$ cat src/rtl/pipeline_pkg.sv
// Shared types and constants for the 5-stage pipeline hazard controller.
package pipeline_pkg;

  localparam int unsigned NUM_REGS = 16;
  localparam int unsigned REG_AW   = 4;

  typedef logic [REG_AW-1:0] reg_addr_t;
  typedef logic [3:0]        opcode_t;

  typedef enum logic [1:0] {
    FWD_RF    = 2'b00,
    FWD_EXMEM = 2'b01,
    FWD_MEMWB = 2'b10
  } fwd_sel_t;

  typedef enum logic [1:0] {
    RUN     = 2'd0,
    HAZARD  = 2'd1,
    MEMWAIT = 2'd2,
    FLUSH   = 2'd3
  } stall_cause_t;

  // Nearest producer wins: EX_MEM result takes precedence over MEM_WB.
  function automatic fwd_sel_t fwd_select(
    input logic      use_rs,
    input reg_addr_t rs,
    input logic      ex_ok,
    input reg_addr_t ex_rd,
    input logic      mem_ok,
    input reg_addr_t mem_rd
  );
    fwd_sel_t sel;
    sel = FWD_RF;
    if (use_rs && ex_ok && (ex_rd == rs)) begin
      sel = FWD_EXMEM;
    end else if (use_rs && mem_ok && (mem_rd == rs)) begin
      sel = FWD_MEMWB;
    end
    return sel;
  endfunction

endpackage

$ cat src/rtl/hazard_scoreboard.sv
// Per-register pending-writer counts and RAW hazard detection for the ID stage.
module hazard_scoreboard
  import pipeline_pkg::*;
(
  input  logic      clk,
  input  logic      rst_n,
  input  logic      id_valid,
  input  logic      use_rs1,
  input  logic      use_rs2,
  input  reg_addr_t rs1,
  input  reg_addr_t rs2,
  input  logic      inc_en,
  input  reg_addr_t inc_rd,
  input  logic      dec_en,
  input  reg_addr_t dec_rd,
  output logic      hazard
);

  logic [1:0]          pend [NUM_REGS];
  logic [NUM_REGS-1:0] inc_hit;
  logic [NUM_REGS-1:0] dec_hit;

  always_comb begin
    inc_hit = '0;
    dec_hit = '0;
    if (inc_en) inc_hit[inc_rd] = 1'b1;
    if (dec_en) dec_hit[dec_rd] = 1'b1;
  end

  // Simultaneous issue and retire on one register cancel out; counts saturate.
  always_ff @(posedge clk) begin
    for (int unsigned i = 0; i < NUM_REGS; i++) begin
      if (!rst_n) begin
        pend[i] <= '0;
      end else if (inc_hit[i] && !dec_hit[i] && (pend[i] != 2'd3)) begin
        pend[i] <= pend[i] + 2'd1;
      end else if (dec_hit[i] && !inc_hit[i] && (pend[i] != 2'd0)) begin
        pend[i] <= pend[i] - 2'd1;
      end
    end
  end

  assign hazard = id_valid &
                  ((use_rs1 & (pend[rs1] != 2'd0)) |
                   (use_rs2 & (pend[rs2] != 2'd0)));

  sb_overflow: assert property (@(posedge clk) disable iff (!rst_n)
    !((inc_en && !(dec_en && (dec_rd == inc_rd)) && (pend[inc_rd] == 2'd3)) ||
      (dec_en && !(inc_en && (inc_rd == dec_rd)) && (pend[dec_rd] == 2'd0))));

endmodule

$ cat src/rtl/pipeline_hazard_controller.sv
// Stage enable / flush / bubble / forwarding control for the 5-stage pipeline.
// Build option: PIPELINE_FORWARDING_EN selects forwarding instead of the scoreboard.
module pipeline_hazard_controller
  import pipeline_pkg::*;
(
  input  logic        Clock,
  input  logic        Reset,
  input  logic        id_valid,
  input  logic        id_use_rs1,
  input  logic        id_use_rs2,
  input  logic        id_wr_rd,
  input  logic [3:0]  id_rs1,
  input  logic [3:0]  id_rs2,
  input  logic [3:0]  id_rd,
  input  logic        ex_valid,
  input  logic        ex_wr_rd,
  input  logic        ex_is_load,
  input  logic [3:0]  ex_rd,
  input  logic        mem_valid,
  input  logic        mem_wr_rd,
  input  logic [3:0]  mem_rd,
  input  logic        wb_valid,
  input  logic        wb_wr_rd,
  input  logic [3:0]  wb_rd,
  input  logic        ex_jump_taken,
  input  logic        mem_req,
  input  logic        mem_ack,
  output logic        pc_en,
  output logic        if_id_en,
  output logic        ex_mem_en,
  output logic        mem_wb_en,
  output logic        if_id_flush,
  output logic        id_ex_bubble,
  output logic        issue,
  output logic [1:0]  fwd_a,
  output logic [1:0]  fwd_b,
  output logic [1:0]  stall_cause,
  output logic [15:0] stall_cnt
);

  logic         hazard;
  logic         mem_wait;
  fwd_sel_t     sel_a;
  fwd_sel_t     sel_b;
  stall_cause_t cause;
  stall_cause_t cause_q;
  fwd_sel_t     fwd_a_q;
  fwd_sel_t     fwd_b_q;
  logic [15:0]  cnt_q;

  assign mem_wait = mem_req & ~mem_ack;

`ifdef PIPELINE_FORWARDING_EN
  logic ex_fwd_ok;
  logic mem_fwd_ok;
  logic unused_sb_inputs;

  assign ex_fwd_ok  = ex_valid & ex_wr_rd & ~ex_is_load;
  assign mem_fwd_ok = mem_valid & mem_wr_rd;
  // A load result only exists after MEM, so a load-use pair costs one stall.
  assign hazard = id_valid & ex_valid & ex_is_load & ex_wr_rd &
                  ((id_use_rs1 & (ex_rd == id_rs1)) |
                   (id_use_rs2 & (ex_rd == id_rs2)));
  assign sel_a  = fwd_select(id_use_rs1, id_rs1, ex_fwd_ok, ex_rd, mem_fwd_ok, mem_rd);
  assign sel_b  = fwd_select(id_use_rs2, id_rs2, ex_fwd_ok, ex_rd, mem_fwd_ok, mem_rd);
  assign unused_sb_inputs = ^{id_wr_rd, id_rd, wb_valid, wb_wr_rd, wb_rd};
`else
  logic unused_fwd_inputs;

  hazard_scoreboard u_scoreboard (
    .clk      (Clock),
    .rst_n    (Reset),
    .id_valid (id_valid),
    .use_rs1  (id_use_rs1),
    .use_rs2  (id_use_rs2),
    .rs1      (id_rs1),
    .rs2      (id_rs2),
    .inc_en   (issue & id_wr_rd),
    .inc_rd   (id_rd),
    .dec_en   (wb_valid & wb_wr_rd),
    .dec_rd   (wb_rd),
    .hazard   (hazard)
  );

  assign sel_a = FWD_RF;
  assign sel_b = FWD_RF;
  assign unused_fwd_inputs = ^{ex_valid, ex_wr_rd, ex_is_load, ex_rd,
                               mem_valid, mem_wr_rd, mem_rd};
`endif

  always_comb begin
    cause        = RUN;
    pc_en        = 1'b1;
    if_id_en     = 1'b1;
    ex_mem_en    = 1'b1;
    mem_wb_en    = 1'b1;
    if_id_flush  = 1'b0;
    id_ex_bubble = 1'b0;
    issue        = 1'b0;
    if (!Reset) begin
      if_id_flush  = 1'b1;
      id_ex_bubble = 1'b1;
    end else if (mem_wait) begin
      cause     = MEMWAIT;
      pc_en     = 1'b0;
      if_id_en  = 1'b0;
      ex_mem_en = 1'b0;
      mem_wb_en = 1'b0;
    end else if (ex_jump_taken) begin
      cause        = FLUSH;
      if_id_flush  = 1'b1;
      id_ex_bubble = 1'b1;
    end else if (hazard) begin
      cause        = HAZARD;
      pc_en        = 1'b0;
      if_id_en     = 1'b0;
      id_ex_bubble = 1'b1;
    end else begin
      issue = id_valid;
    end
  end

  always_ff @(posedge Clock) begin
    if (!Reset) begin
      cause_q <= RUN;
      cnt_q   <= '0;
      fwd_a_q <= FWD_RF;
      fwd_b_q <= FWD_RF;
    end else begin
      cause_q <= cause;
      if ((cause != RUN) && (cnt_q != 16'hFFFF)) cnt_q <= cnt_q + 16'd1;
      // ID_EX is frozen during a memory wait, so its operand selects are too.
      if (cause != MEMWAIT) begin
        fwd_a_q <= issue ? sel_a : FWD_RF;
        fwd_b_q <= issue ? sel_b : FWD_RF;
      end
    end
  end

  assign fwd_a       = fwd_a_q;
  assign fwd_b       = fwd_b_q;
  assign stall_cause = cause_q;
  assign stall_cnt   = cnt_q;

endmodule

$ cat config.mk
export PLATFORM = sky130hd
export DESIGN_NAME = pipeline_hazard_controller
export DESIGN_NICKNAME = d
export VERILOG_FILES = /design/src/rtl/pipeline_pkg.sv /design/src/rtl/hazard_scoreboard.sv /design/src/rtl/pipeline_hazard_controller.sv
export SDC_FILE = /design/constraint.sdc
export NUM_CORES = 1
export LEC_CHECK = 0
export BUFFER_PORTS_ARGS = -buffer_cell sky130_fd_sc_hd__buf_2
export CORE_ASPECT_RATIO = 1.25
export CORE_MARGIN = 1
export CORE_UTILIZATION = 57
export DETAILED_ROUTE_END_ITERATION = 8
export GPL_ROUTABILITY_DRIVEN = 1
export PLACE_DENSITY = 0.81
export SLEW_MARGIN = 20
export SYNTH_ARGS = -nofsm -noshare
export SYNTH_HDL_FRONTEND = slang
export SYNTH_SLANG_ARGS = --single-unit
$ cat constraint.sdc
create_clock -name Clock -period 3.5 [get_ports Clock]
set_clock_uncertainty 0.15 [all_clocks]
set_input_delay 0.175 -clock Clock [delete_from_list [all_inputs] [get_ports Clock]]
set_output_delay 0.175 -clock Clock [all_outputs]
set_load 0.03 [all_outputs]
### Yosys cells after proc, flatten, opt, wreduce, memory -nomap -nowiden

Memory sizes are Yosys's and may differ from the RTL's.
Index checks and enable logic that the tools add are counted.

* add/sub/neg operators: 33
* multipliers: 0
* divide/modulo/power cells: 0
* order comparisons: 4
* eq/ne operators: 17
* shift-type cells: 0
* muxes and demuxes: 172
* bitwise logic cells: 40
* reduce and logical (&&, ||, !) cells: 118

Operators with widths (count)
* two-way mux 1 bit: 133
* two-way mux 2 bit: 35
* logical AND 1 bit: 67
* nonzero test 2 bit: 19
* OR 1 bit: 33
* adder 2 x 1 -> 2 bit (second input constant): 16
* logical NOT 1 bit: 32
* two-way mux 16 bit: 2
* inequality test 2 bit (second input constant): 16
* subtractor 2 x 1 -> 2 bit (second input constant): 16
* adder 16 x 1 -> 16 bit (second input constant): 1
* inequality test 16 bit (second input constant): 1
* less-than comparator 4 x 5 -> 1 bit (second input constant): 2
* demux 1 bit (select 4 bit): 2
* greater-or-equal comparator 4 x 1 -> 1 bit (second input constant): 2
* AND 1 bit: 6
* inverter 1 bit: 1

* bits in registers: 18
* latch bits: 0
* RAM bits: 32
* memory bits (read-only): 0
* input port bits: 40
* output and inout port bits: 29
* word-level logic and storage cells: 387
* memories: 1

Memory list
* u_scoreboard.pend: words 16, bits a word 2, read ports 18, clocked after memory_dff 0, write ports 16, RTL line hazard_scoreboard.sv:19 `logic [1:0] pend [NUM_REGS];`

### Longest topological paths before layout

Gate-level depths: netlist of run 1.
An unclocked memory read counts as a cell.

* word-level depth: 19
* gate-level depth with buffers: 10

### Modules after synthesis

A second synthesis of run 1 with hierarchy kept.

* cells, all modules: 442
* area, all modules: 4131.5 um2

By module, submodules not included
* hazard_scoreboard: times used 1, cells an instance 319, area an instance 3079.2 um2, sequential area each 960.9 um2
* pipeline_hazard_controller: times used 1, cells an instance 123, area an instance 1052.3 um2, sequential area each 360.3 um2

### Least setup slack after synthesis of run 1

No wires, ideal clock.

* path type: register -> register
* start point: memory u_scoreboard.pend[8][0]
* end point: memory u_scoreboard.pend[12][0] (enable)
* setup time: 0.367 ns
* data arrival time: 2.289 ns
* data required time: 2.983 ns
* setup slack: 0.694 ns
* stages on the path, launching flop included: 10
* buffers on the path: 1
* period minus slack after synthesis: 2.806 ns
* cell sequence: edfxtp_1 nor2_1 mux4_2 a21bo_1 o31a_1 o211ai_1 or2_2 clkbuf_1 nor2_1 o311ai_0

RTL lines (RTL line)
* start, declared: hazard_scoreboard.sv:19

==> reports/results.md, run 1 <==
| Step | Result | Value |
| --- | --- | --- |
| placement | Post-detailed-placement cell area | 0.00415 mm^2 |
| timing | Worst rel slew slack | 51.0% |
| yosys | Count of mapped cells out of synthesis | 444 |
| critical path | Critical path startpoint category | flop |
| placement | Final weighted congestion in routability-driven placement | 0.857 |
| grt | Initial antenna violation count | 0 |
| finish | FF/Latch Area | 0.00132 mm^2 |
| finish | Finished Cell Area | 0.00426 mm^2 |
| yosys | Async set or reset register ratio after synthesis | 0% |
| grt | Largest net degree at the start of global routing | 37 |
| pwr | PD cells | 291 mW/mm^2 |
| floorplanning | Starting utilization of the core area | 59.0% |
| timing | Worst-case hold slack | 76.7 ps |
| status | Outcome | completed |
| timing | Pin slew with the least headroom to its limit | 730 ps |
| timing | Minimum period implied by the final worst setup slack | 3260 ps |
| yosys | Syn Std Cell Area | 0.00385 mm^2 |
| drt | Final routed wire length divided by cell count | 15.2 um |
| floorplanning | Die span in x | 75.5 um |
| floorplanning | Height of the chip | 93.9 um |
| pwr | Static leakage | 1.83 nW |
| yosys | Sequential-to-total area share from yosys stat | 34.3% |
| placement | Worst setup slack before clock tree synthesis | 284 ps |
| drt | Post-route ant nets | 0 |
| clock tree | CTS tree | done |
| floorplanning | Area of the die | 0.00709 mm^2 |
| yosys | Fraction of post-synthesis cell area in the top cell type by area | 25.0% |
| yosys | Synthesized area per cell | 8.67 um^2 |
| critical path | Signal arrival time at the worst endpoint | 3060 ps |
| finish | Multi-input gate area in the final layout | 0.00228 mm^2 |
| grt | Total Routing Usage GR | 26.8% |
| floorplanning | Number of I/O pins | 69 |
| yosys | Number of synthesized flops with an enable pin | 32 |
| timing | Final period utilization | 93.1% |
| finish | Filler cells | 596 |
| timing | Max Clock Freq | 0.307 GHz |
| yosys | Synth Register Bits | 50 |
| finish | Most used cells in the layout excluding fill and tap cells | buf_2 (51), nand2_1 (50), nor2_1 (47) |
| critical path | Largest fanout on the critical path | 6 |
| yosys | Fraction of synthesized cell area in xor and xnor cells | 1.36% |
| yosys | Synth Flop Type | edfxtp_1 |
| critical path | Kind of critical path | flop to flop |
| finish | Final core utilization | 65.3% |
| yosys | Post-synthesis share of cell area spent on full adders, half adders and majority gates | 10.1% |
| clock tree | Buffers from clock root to sink, at most | 2 |
| clock tree | Maximum level of the CTS H-tree | 2 |
| floorplanning | Placement Rows | 33 |
| drt | Detailed Route Iter0 Violations | 99 |
| critical path | Worst path required time | 3300 ps |
| clock tree | Clock Root Buffer | clkbuf_8 |
| clock tree | Setup Fix Bufs, Post-CTS | 0 |
| finish | Net total in the final layout | 565 |
| finish | Leading cell type in the layout, fill and taps excluded | buf_2 |
| drt | Routed WL | 8870 um |
| timing | Total Neg Setup Slack | 0 ps |
| grt | Overflow left after global routing | 0 |
| grt | First-pass GRT wire length | 14300 um |
| timing | Max-slew violation total from the final report | 0 |
| timing | Unrepaired setup endpoints after global routing | no |
| yosys | Dominant combinational cell family by area after synthesis | simple AND/OR/NAND/NOR gates |
| timing | Final setup vio count | 0 |
| yosys | Dominant cells by area after synthesis | edfxtp_1 (25%), ha_1 (10%), dfxtp_1 (9.4%), mux2i_1 (6.2%), nand2_1 (4.9%) |
| yosys | Netlist cell types | 52 |
| yosys | Proportion of synthesized area in mux cells | 10.1% |
| yosys | Simple-gate area share of the yosys netlist | 24.8% |
| yosys | Fraction of the mapped netlist area in compound gates | 12.3% |
| timing | Min setup slack post-route | 240 ps |
| grt | Vias in the first global route | 3294 |
| clock tree | Clock input transition at the sequential cells of the worst setup and hold paths | 100 ps |
| yosys | Post-synthesis cell type with the largest combined area | edfxtp_1 |
| drt | Remaining design rule violation count | 0 |
| drt | Vias per Instance | 5.94 |
| finish | Share of final-layout standard cells stronger than drive strength 1 | 16.2% |
| clock tree | Skew-Pair Late Insertion Delay | 310 ps |
| critical path | Endpoint type of the worst setup path | flop |
| min path | Hold Crit Class | input pin to flop |
| floorplanning | Placeable core area | 0.00652 mm^2 |
| placement | Half-perimeter wire length after placement | 6970 um |
| placement | Number of input and output port buffers inserted | 51 |
| finish | Area Growth Syn to Fin | 10.6% |
| timing | Number of hold-slack violations in the final timing report | 0 |
| finish | Antenna diode instance count | 0 |
| clock tree | Number of sinks handled by clock tree synthesis | 50 |
| drt | First-pass detailed-route iteration total | 6 |
| drt | Vias after detailed routing | 3459 |
| flow run | Max-cap violations | 0 |
| pwr | IR Drop Worst-Case VDD | 0.205 mV |
| yosys | Count of synthesis-stage warnings from yosys | 0 |
| clock tree | Inserted Clock Buffers | 5 |
-- registers in the layout, indices dropped and copies added, names as in the netlist --
signal,flops
stall_cnt,16
stall_cause,2
u_scoreboard.pend,32
-- worst paths after layout --
check,start,to,slack [ps],depth (start not counted)
worst max register to register,u_scoreboard.pend[8][0]$_SDFFCE_PN0P_,u_scoreboard.pend[12][0]$_DFFE_PP_,240,8
worst min register to register,stall_cnt[15]$_SDFFE_PN0P_,stall_cnt[15]$_SDFFE_PN0P_,350,2
worst min-delay path,mem_ack,stall_cause[0]$_SDFF_PN0_,80,3
worst max-delay path,u_scoreboard.pend[8][0]$_SDFFCE_PN0P_,u_scoreboard.pend[12][0]$_DFFE_PP_,240,8
-- per-stage QoR --
| stage | power, W | instances |
|---|---|---|
| after global placement | 0.000883 | 573 |
| after CTS | 0.00124 | 582 |
| after detailed placement | 0.000892 | 573 |
| after global routing | 0.00129 | 582 |
| after floorplan | 0.000828 | 447 |
| final | 0.00124 | 582 |
-- kinds of logic after synthesis --
family	after synthesis
AO/OA/AOI/OAI	72
XOR/XNOR	6
adder cells (fa/ha/maj)	31
buffers and inverters	58
flip-flops	50
multiplexers	31
other	1
AND/OR/NAND/NOR	195
-- cells in the mapped netlist, types with 2 or more instances --
master / number
o32ai_1: 2
a2111o_1: 3
o311ai_0: 2
nand2b_1: 8
nand3_1: 19
buf_6: 3
inv_1: 40
nand4b_1: 3
nand4_1: 11
a211oi_1: 3
or3_1: 7
nor2_1: 48
nor2b_1: 6
mux4_2: 5
and2_1: 3
or2_2: 2
buf_4: 6
clkbuf_1: 6
edfxtp_1: 32
o211ai_1: 9
o21ai_0: 13
a21oi_1: 27
or4_1: 4
buf_2: 2
dfxtp_1: 18
o22ai_1: 2
o2111ai_1: 2
nand3b_1: 6
ha_1: 31
nor3_1: 22
xnor2_1: 6
mux2i_1: 24
nand2_1: 50
-- per-layer routing --
metal	GRT usage (%)	wire length [um]
met5	0	0
met4	10.8	159
met3	5.15	521
met2	49.1	4690
met1	29.2	3500
-- layout make-up --
cell class	count	area share (%)
Multi-Input combinational cell	339	53.5
Sequential cell	50	31.0
Timing Repair Buffer	57	7.11
Inverter	41	3.61
Tap cell	87	2.56
Clock buffer	6	1.94
Clock inverter	2	0.264
-- what timing repair did --
action                                 CTS  global route
setup endpoints to repair                0             2
endpoints found under the hold margin    1             0
gates resized for setup                  0             1
hold buffers                             1             0
-- where the power goes --
part / switching (W) / total [W] / internal (W)
logic: 0.000137 / 0.000216 / 0.0000789
clock network: 0.000200 / 0.000360 / 0.000160
registers: 0.0000200 / 0.000665 / 0.000645
total: 0.000357 / 0.00124 / 0.000884
-- worst max-delay path: stages (launching register included) --
cell and delay [ps]:
edfxtp_1 480, nor2_1 230, mux4_2 260, mux2i_1 80
o211ai_1 200, o211ai_1 250, or2_2 390, or4b_2 660
o311ai_0 200
Note: power is estimated with default switching activity, not from simulation.
==> inputs of run 2 (changes only) <==
--- a/config.mk
+++ b/config.mk
@@ -8,10 +8,11 @@
 export BUFFER_PORTS_ARGS = -buffer_cell sky130_fd_sc_hd__buf_2
 export CORE_ASPECT_RATIO = 1.25
 export CORE_MARGIN = 1
-export CORE_UTILIZATION = 57
+export CORE_UTILIZATION = 51
+export CTS_CLUSTER_DIAMETER = 150
 export DETAILED_ROUTE_END_ITERATION = 8
 export GPL_ROUTABILITY_DRIVEN = 1
-export PLACE_DENSITY = 0.81
+export PLACE_DENSITY = 0.74
 export SLEW_MARGIN = 20
 export SYNTH_ARGS = -nofsm -noshare
 export SYNTH_HDL_FRONTEND = slang
==> run 2 against run 1 <==
Net effect: fmax rose by 0.80%; hold slack got worse by 56 ps; largest cell class unchanged; sequential power barely moved; clock power rose by 10%.
==> reports/results.md, run 2 (synthesis results as in run 1) <==
| Step | Result | Value |
| --- | --- | --- |
| grt | Initial antenna violation count | 0 |
| grt | Largest net degree at the start of global routing | 37 |
| finish | Share of final-layout standard cells stronger than drive strength 1 | 15.6% |
| drt | Detailed Route Iter0 Violations | 146 |
| critical path | Kind of critical path | flop to flop |
| critical path | Critical path startpoint category | flop |
| critical path | Worst path required time | 3300 ps |
| clock tree | Skew-Pair Late Insertion Delay | 300 ps |
| floorplanning | Placeable core area | 0.00736 mm^2 |
| critical path | Crit path buffers/inverters | 0 |
| timing | Unrepaired setup endpoints after global routing | no |
| critical path | Signal arrival time at the worst endpoint | 3030 ps |
| pwr | IR Drop Worst-Case VDD | 0.181 mV |
| finish | Most used cells in the layout excluding fill and tap cells | buf_2 (51), nand2_1 (50), nor2_1 (48) |
| grt | First-pass GRT wire length | 14200 um |
| floorplanning | Number of I/O pins | 69 |
| finish | Final std cells w/o fill | 585 |
| timing | Final setup vio count | 0 |
| finish | Flip-flop count of the largest register, all copies and words added | 32 |
| placement | Half-perimeter wire length after placement | 6830 um |
| clock tree | Inserted Clock Buffers | 5 |
| timing | Worst-case hold slack | 20.6 ps |
| floorplanning | Starting utilization of the core area | 52.3% |
| clock tree | Number of gates resized after cts | 0 |
| critical path | Endpoint type of the worst setup path | flop |
| drt | Routed WL | 8600 um |
| critical path | Crit-path max cell delay | 670 ps |
| clock tree | Buffers from clock root to sink, at most | 2 |
| clock tree | Clock input transition at the sequential cells of the worst setup and hold paths | 90 ps |
| min path | Hold Crit Class | input pin to flop |
| pwr | Static leakage | 1.83 nW |
| finish | Net total in the final layout | 563 |
| placement | Number of input and output port buffers inserted | 51 |
| critical path | Cell family with the largest share of critical-path delay | simple AND/OR/NAND/NOR gates |
| critical path | Most used cell along the critical path | o211ai_1 |
| timing | Minimum period implied by the final worst setup slack | 3230 ps |
| drt | Final routed wire length divided by cell count | 14.7 um |
| status | Outcome | completed |
| clock tree | Number of hold buffers added after CTS | 0 |
| drt | Vias after detailed routing | 3396 |
| floorplanning | Die span in x | 79.7 um |
| critical path | Critical-path top delay cell | or4b_2 |
| timing | Max-slew violation total from the final report | 0 |
| clock tree | Number of sinks handled by clock tree synthesis | 50 |
| grt | Vias in the first global route | 3114 |
| finish | Antenna diode instance count | 0 |
| clock tree | CTS tree | done |
| drt | Remaining design rule violation count | 0 |
| timing | Number of hold-slack violations in the final timing report | 0 |
| timing | Pin slew with the least headroom to its limit | 752 ps |
| timing | Max Clock Freq | 0.309 GHz |
| floorplanning | Area of the die | 0.00790 mm^2 |
| pwr | PD cells | 299 mW/mm^2 |
| drt | Post-route ant nets | 0 |
| placement | Cell total after placement | 577 |
| timing | Final period utilization | 92.4% |
| timing | Total Neg Setup Slack | 0 ps |
| placement | Final weighted congestion in routability-driven placement | 0.846 |
| flow run | Max-cap violations | 0 |
| critical path | Largest fanout on the critical path | 12 |
| finish | Area Growth Syn to Fin | 10.7% |
| floorplanning | Height of the chip | 99.1 um |
| clock tree | Clock Root Buffer | clkbuf_8 |
| drt | Vias per Instance | 5.81 |
| timing | Worst rel slew slack | 49.5% |
| grt | Total Routing Usage GR | 22.9% |
| clock tree | Setup Fix Bufs, Post-CTS | 0 |
| drt | First-pass detailed-route iteration total | 4 |
| finish | Reg with most FFs | u_scoreboard.pend |
| clock tree | Maximum level of the CTS H-tree | 2 |
| floorplanning | Placement Rows | 35 |
| finish | Filler cells | 689 |
| critical path | List of cells traversed by the critical path | nor2_1 -> mux4_2 -> mux2i_1 -> o211ai_1 -> o211ai_1 -> or2_2 -> or4b_2 -> o311ai_0 |
| grt | Overflow left after global routing | 0 |
| finish | Leading cell type in the layout, fill and taps excluded | buf_2 |
run 2: per-stage QoR:
step	worst slack [ps]	total power (W)	cell area, um^2	util, %
2_1_floorplan	694	0.000828	3860	-
3_3_place_gp	371	0.000884	4150	56.4
3_5_place_dp	327	0.000890	4150	56.4
4_1_cts	309	0.00128	4260	57.9
5_1_grt	132	0.00133	4260	57.9
6_report	266	0.00128	4260	57.9
run 2: final timing paths:
path,start,to,slack [ps],depth (start not counted)
hold reg to reg,stall_cnt[7]$_SDFFE_PN0P_,stall_cnt[7]$_SDFFE_PN0P_,340,2
hold / removal,ex_jump_taken,stall_cause[1]$_SDFF_PN0_,20,3
setup / recovery,u_scoreboard.pend[11][0]$_DFFE_PP_,u_scoreboard.pend[12][1]$_DFFE_PP_,270,8
setup reg to reg,u_scoreboard.pend[11][0]$_DFFE_PP_,u_scoreboard.pend[12][1]$_DFFE_PP_,270,8
run 2: power breakdown:
part	internal [W]	switching, W
clock network	0.000205	0.000193
logic	0.0000779	0.000136
registers	0.000645	0.0000195
total	0.000927	0.000348
run 2: metal layers:
metal,part of all wire [%],global-route usage [%]
met1,42,28.5
met2,50,38.9
met3,6.1,3.76
met4,2.4,9.09
met5,0,0
run 2: layout make-up:
cell class	count	area [um^2]	share of cell area [%]
multi-input cells	339	2270	53.4
flip-flops and latches	50	1320	31.0
repair buffers	55	285	6.69
well taps	92	115	2.70
inverters	41	154	3.61
clock buffers	8	111	2.61
run 2: worst reg2reg max path: cells and delay by family, from the launching register on:
kind | cells | cell delay, ps
AO/OA/AOI/OAI | 3 | 560
multiplexers | 2 | 360
flip-flops | 1 | 440
AND/OR/NAND/NOR | 3 | 1360
